===== src/rtl/dma_priority_arbiter.sv =====
// DMA channel arbiter and bus-hold sequencer.
// Qualifies channel requests against the mask and controller-disable bit.
// Requests the bus through hrq/hlda, picks a winner by fixed or rotating
// priority, and holds a one-hot dack until the transfer engine reports svc_done.
module dma_priority_arbiter #(
   parameter int unsigned NCH = 4,
   parameter int unsigned CW  = $clog2(NCH)
) (
   input  logic           clock,
   input  logic           reset,
   input  logic [NCH-1:0] dreq,
   input  logic [NCH-1:0] mask,
   input  logic           ctrl_disable,
   input  logic           rotating,
   input  logic           hlda,
   input  logic           svc_done,
   output logic           hrq,
   output logic [NCH-1:0] dack,
   output logic [CW-1:0]  grant_ch,
   output logic           aen,
   output logic           busy
);

   typedef enum logic [1:0] {
      StIdle,
      StHoldWait,
      StService,
      StRelease
   } state_e;

   state_e          state_q;
   logic [CW-1:0]   last_q;
   logic [NCH-1:0]  valid;
   logic            win_found;
   logic [CW-1:0]   win_idx;
   int              cand;

   // Qualified requests; controller disable blocks every channel.
   always_comb begin
      valid = ctrl_disable ? '0 : (dreq & ~mask);
   end

   // Priority search: from channel 0 in fixed mode, from last+1 (wrapping) in rotating mode.
   always_comb begin
      win_found = 1'b0;
      win_idx   = '0;
      cand      = 0;
      for (int i = 0; i < int'(NCH); i++) begin
         if (rotating) begin
            cand = (int'(last_q) + 1 + i) % int'(NCH);
         end else begin
            cand = i;
         end
         if (!win_found && valid[CW'(cand)]) begin
            win_found = 1'b1;
            win_idx   = CW'(cand);
         end
      end
   end

   // Hold/grant sequencer with all outputs registered.
   always_ff @(posedge clock or negedge reset) begin
      if (!reset) begin
         state_q  <= StIdle;
         last_q   <= CW'(NCH - 1);
         hrq      <= 1'b0;
         dack     <= '0;
         grant_ch <= '0;
         aen      <= 1'b0;
         busy     <= 1'b0;
      end else begin
         unique case (state_q)
            StIdle: begin
               if (|valid) begin
                  state_q <= StHoldWait;
                  hrq     <= 1'b1;
                  busy    <= 1'b1;
               end
            end
            StHoldWait: begin
               if (hlda) begin
                  if (win_found) begin
                     state_q  <= StService;
                     dack     <= NCH'(1) << win_idx;
                     grant_ch <= win_idx;
                     aen      <= 1'b1;
                  end else begin
                     // Request withdrawn before the bus arrived: give it back.
                     state_q <= StRelease;
                     hrq     <= 1'b0;
                  end
               end
            end
            StService: begin
               // svc_done wins over a simultaneous hlda drop: counts as completion.
               if (svc_done) begin
                  last_q  <= grant_ch;
                  state_q <= StRelease;
                  dack    <= '0;
                  aen     <= 1'b0;
                  hrq     <= 1'b0;
               end else if (!hlda) begin
                  // CPU preempted the bus; rotation pointer is left untouched.
                  state_q <= StRelease;
                  dack    <= '0;
                  aen     <= 1'b0;
                  hrq     <= 1'b0;
               end
            end
            StRelease: begin
               if (!hlda) begin
                  state_q <= StIdle;
                  busy    <= 1'b0;
               end
            end
            default: begin
               state_q <= StIdle;
               hrq     <= 1'b0;
               dack    <= '0;
               aen     <= 1'b0;
               busy    <= 1'b0;
            end
         endcase
      end
   end

endmodule


===== config.mk =====
export PLATFORM = sky130hd
export DESIGN_NAME = dma_priority_arbiter
export DESIGN_NICKNAME = d
export VERILOG_FILES = /design/src/rtl/dma_priority_arbiter.sv
export SDC_FILE = /design/constraint.sdc
export NUM_CORES = 1
export LEC_CHECK = 0
export ABC_AREA = 1
export CAP_MARGIN = 20
export CORE_AREA = 2 2 49 51
export DETAILED_ROUTE_END_ITERATION = 16
export DIE_AREA = 0 0 51 53
export MAX_ROUTING_LAYER = met4
export PLACE_DENSITY = 0.84
export SETUP_SLACK_MARGIN = 0.2
export SLEW_MARGIN = 10
export SYNTH_ARGS = -nofsm -noshare
export SYNTH_HDL_FRONTEND = slang
export SYNTH_SLANG_ARGS = --single-unit

===== constraint.sdc =====
create_clock -name clock -period 2.1 [get_ports clock]
set_input_delay 0.42 -clock clock [delete_from_list [all_inputs] [get_ports clock]]
set_output_delay 0.42 -clock clock [all_outputs]
set_load 0.01 [all_outputs]

# Yosys cells after proc, flatten, opt, wreduce, memory -nomap -nowiden
# Index checks and enable logic that the tools add are counted.
[totals] ff_bits=13 input_bits=14 out_inout_bits=9 elab_cells=91
[classes] bitwise=2 n_mux=47 order_cmp=4 add_sub_neg=4 n_eq_ne=9 reduce_logical=17 shift=1
[ops] cell="two-way mux 2 bit" n=13
[ops] cell="two-way mux 1 bit" n=20
[ops] cell="two-way mux 4 bit" n=5
[ops] cell="< comparator 2 x 4 -> 1 bit, second input constant" n=4
[ops] cell="!= test 2 bit, second input constant" n=5
[ops] cell="binary-select mux 1 bit (select 2 bit)" n=4
[ops] cell="one-hot mux 2 bit (4 select lines)" n=1
[ops] cell="one-hot mux 4 bit (2 select lines)" n=1
[ops] cell="AND reduction 4 bit" n=2
[ops] cell="AND reduction 3 bit" n=2
[ops] cell="AND reduction 5 bit" n=1
[ops] cell="adder 2 x 1 -> 2 bit, second input constant" n=2
[ops] cell="adder 2 bit, second input constant" n=2
[ops] cell="bitwise AND 4 bit" n=1
[ops] cell="== test 2 bit, second input constant" n=2
[ops] cell="inverter 4 bit" n=1
[ops] cell="one-hot mux 1 bit (2 select lines)" n=2
[ops] cell="nonzero test 2 bit" n=2
[ops] cell="OR reduction 4 bit" n=1
[ops] cell="left shift 1 x 2 -> 4 bit, first input constant" n=1
[ops] cell="logical AND 1 bit" n=3
[ops] cell="logical NOT 1 bit" n=3
[ops] cell="!= test 3 bit, second input constant" n=1
[ops] cell="one-hot mux 1 bit (3 select lines)" n=1
[ops] cell="other kinds (4)" n=4

# Logic depth before layout (Yosys ltp)
[depth] word_depth=20 mapped_depth=12

# Worst setup path after synthesis
# Ideal clock, no wire load.
[synth_path] kind="register to register" from="reg state_q[0]" to="reg dack[2]" path_stages_with_launch=12 arrival_ps=1483 t_required_ps=2035 path_slack_ps=552 synth_period_minus_slack_ps=1548 cell_sequence="dfrtp_1 inv_1 ha_1 inv_1 nor2_1 nand2_1 o21ai_0 a21oi_1 nand3_1 a21oi_1 nand2_1 nand2_1"
[synth_via] elab_chain_cells=3
[synth_rtl] element="from (decl)" line="31" text="state_e state_q;"
[synth_rtl] element="from (signal assigned)" line="64" text="state_q <= StIdle;"
[synth_rtl] element="from (signal assigned)" line="75" text="state_q <= StHoldWait;"
[synth_rtl] element="from (signal assigned)" line="83" text="state_q <= StService;"
[synth_rtl] element="== test 2 bit / == test 2 x 1 -> 1 bit (equally long branches)" line="72" text="unique case (state_q)"
[synth_rtl] element="!= test 3 bit (no line) (tied with other cells)"
[synth_rtl] element="AND reduction 4 bit (no line)"
[synth_rtl] element="to (signal assigned)" line="84" text="dack <= NCH'(1) << win_idx;"
[synth_rtl] element="to (decl)" line="18" text="output logic [NCH-1:0] dack,"
# Several ways; a longest one is shown, not always the timed one.
# A chain may end at the register's enable or synchronous reset.

# Final worst setup path
# Ends and elaborated chain as after synthesis.

==> impl_metrics.env <==
export IMPL_dp_hpwl_um=1860
export IMPL_synth_ff_type="dfrtp_1"
export IMPL_row_count=17
export IMPL_synth_net_count=167
export IMPL_end_kind="flip-flop"
export IMPL_slew_viol_final=0
export IMPL_async_flop_share_pct=100
export IMPL_critPathKind="reg2reg"
export IMPL_vias_per_cell=5.24
export IMPL_ir_drop_mv=0.852
export IMPL_ctsHtreeMaxLevel=1
export IMPL_die_x_um=51
export IMPL_finalCriticalPeriod_ns=1.79
export IMPL_dr_pass1_iters=4
export IMPL_grt_pass1_vias=994
export IMPL_rsz0062_at_grt="no"
export IMPL_p_per_area_nw_per_um2=1330
export IMPL_grt_usage_pct=19.6
export IMPL_timing_hold_violations_final=0
export IMPL_sw_frac_of_total_pct=48.2
export IMPL_drc=0
export IMPL_avgSynthCellArea_um2=7.00
export IMPL_crit_buf_inv=2
export IMPL_synth_seq_cells=13
export IMPL_cts_made_buffers=3
export IMPL_fmax_mhz=560
export IMPL_ys_types=20
export IMPL_wirelength_um=2490
export IMPL_grt_pass1_wl_um=3910
export IMPL_routabilityCongestion=0.889
export IMPL_crit_fanout=6
export IMPL_clockRootBuffer="clkbuf_4"
export IMPL_top_level_ports=23
export IMPL_worstPathRequired_ns=2.32
export IMPL_combPwrFrac_pct=65.1
export IMPL_synth_warnings=0
export IMPL_min_path_type="reg2reg"
export IMPL_cts_hold_buffers=0
export IMPL_synth_edf_count=0
export IMPL_cts_buffer_depth=2
export IMPL_yosys_top_cells_area="dfrtp_1 27%, nand2_1 19%, ha_1 7.3%, nand3_1 7.3%, nand3_2 5.8%"
export IMPL_numPortBuffers=22
export IMPL_clock_sinks=13
export IMPL_cp_arrival_ns=2.00
export IMPL_clkTransAtPathRegs_ns=0.08
export IMPL_tightest_slew_ns=0.569
export IMPL_status="finished, final reports clean"
export IMPL_seqPwrFrac_pct=26.5
export IMPL_clk_latency_ns=0.27
export IMPL_n_antenna_cell=0
export IMPL_synth_top_area_cell="dfrtp_1"
export IMPL_setup_ws_ns=0.313
export IMPL_finalSetupViolations=0
export IMPL_area_growth_pct=32.0
export IMPL_synth_top_area_share_pct=26.8
export IMPL_finClkSkew_ns=0.00288
export IMPL_p_sw_uw=869
export IMPL_syn_inst=147
export IMPL_clockPowerShare_pct=8.4
export IMPL_vias=1063
export IMPL_yosysMostFrequentCell="nand2_1"
export IMPL_grt_max_degree=14
export IMPL_die_area_um2=2700
export IMPL_fin_crit_sh_pct=85.1
export IMPL_critPathSlowestCell="dfrtp_1"
export IMPL_cpPeakStageDelay_ns=0.37
export IMPL_yosys_top_cells_count="51 x nand2_1, 15 x nand3_1, 12 x nor2_1"
export IMPL_relSlewSlack_pct=62.0
export IMPL_drv_cap=0
export IMPL_chipHeight_um=53
export IMPL_critical_path_top_delay_family="compound AO/OA/AOI/OAI gates"
export IMPL_crit_path_start_kind="flip-flop"
export IMPL_grt_overflow=0
export IMPL_cts_tree="built"
export IMPL_final_nets=196
export IMPL_p_int_uw=934
export IMPL_drive_gt1_share_pct=21.7
export IMPL_ant_nets=0
export IMPL_core_um2=2150
export IMPL_p_leak_uw=0.000671
export IMPL_fin_util_pct=63.2
export IMPL_start_util_pct=47.9
export IMPL_dpl_worst_slack_ns=-0.0636
export IMPL_path_common_cell="nand2_1"
export IMPL_synth_area_um2=1030
export IMPL_crit_path_cell_trace="inv_1 > ha_1 > inv_1 > nor2_1 > nand2_1 > o21ai_1 > a21oi_1 > nand3_2 > a21oi_2 > nand2_1 > nand2_1"
export IMPL_seq_area_frac_synth_pct=31.9
export IMPL_antenna_found_initial=0
export IMPL_wl_per_cell_um=12.3
export IMPL_drt_iter0_markers=18
area by class of cell:
type | count | area (um2)
Clock buffer | 4 | 26.3
Fill cell | 199 | 791
Inverter | 12 | 46.3
Multi-Input combinational cell | 122 | 682
Sequential cell | 13 | 328
Tap cell | 28 | 35.0
Timing Repair Buffer | 24 | 240
final timing paths:
kind | slack (ns) | endpoint | cells after the start | from
worst min register to register | 0.49 | dack[0] | 2 | dack[0]
worst min-delay path | 0.49 | dack[0] | 2 | dack[0]
min in group asynchronous | 0.51 | state_q[1] | 1 | reset
worst max register to register | 0.31 | dack[2] | 11 | state_q[0]
worst max-delay path | 0.31 | dack[2] | 11 | state_q[0]
max in group asynchronous | 1.22 | dack[2] | 1 | reset
kinds of logic after synthesis:
logic type / count (synthesis) / share of synthesized area (%)
adder cells (fa/ha/maj): 6 / 7.30
flip-flops: 13 / 31.9
AND/OR/NAND/NOR: 100 / 48.1
buffers and inverters: 12 / 4.50
AO/OA/AOI/OAI: 16 / 8.27
through the flow:
| step | hold WS (ns) | instances | area [um2] | TNS, ns | power [uW] |
|---|---|---|---|---|---|
| 3_3_place_gp | 0.465 | 197 | 1280 | -0.0134 | 1530 |
| 2_1_floorplan | 0.124 | 147 | 1030 | 0 | 1230 |
| 3_5_place_dp | 0.467 | 197 | 1280 | -0.209 | 1580 |
| 4_1_cts | 0.493 | 201 | 1310 | 0 | 1730 |
| 5_1_grt | 0.509 | 203 | 1360 | 0 | 1980 |
| 6_report | 0.488 | 203 | 1360 | 0 | 1800 |
layout by cell type, fill, tap and decap left out, types with 7 or more instances in the layout:
master | Yosys | layout
clkdlybuf4s50_1 | 0 | 20
dfrtp_1 | 11 | 11
inv_1 | 9 | 9
nand2_1 | 51 | 50
nand2_2 | 7 | 8
nand3_1 | 15 | 14
nand3_2 | 6 | 7
nor2_1 | 12 | 7
nor2_2 | 2 | 7
flip-flops by register name, indices dropped and copies added (netlist names):
name and count:
grant_ch 2, aen 1, state_q 2, busy 1, hrq 1, last_q 2
dack 4
power groups by stage:
stage	Combinational (uW)	Sequential, uW	Clock, uW
floorplan	722	506	0
global placement	1050	481	0
detailed placement	1090	487	0
CTS	1100	483	155
global route	1310	493	172
finish	1170	478	152
worst min-delay path: stages, from the launching register on:
cell and delay (ns):
dfrtp_1 0.34, nand2_1 0.06, nand2_1 0.06
per-layer routing:
| layer | wire length (um) | up-vias | part of all wire [%] | global-route usage (%) |
|---|---|---|---|---|
| met4 | 28 | 0 | 1.1 | 7.21 |
| met5 | 0 | - | 0 | - |
| li1 | - | 538 | - | - |
| met2 | 1330 | 27 | 54 | 36.1 |
| met1 | 1020 | 494 | 41 | 21.9 |
| met3 | 104 | 4 | 4.2 | 2.26 |
timing repair:
action	CTS	global route
gates resized for setup	0	12
setup buffers	0	2
setup endpoints to repair	0	8
No activity file was read; power rests on OpenSTA's default activity.
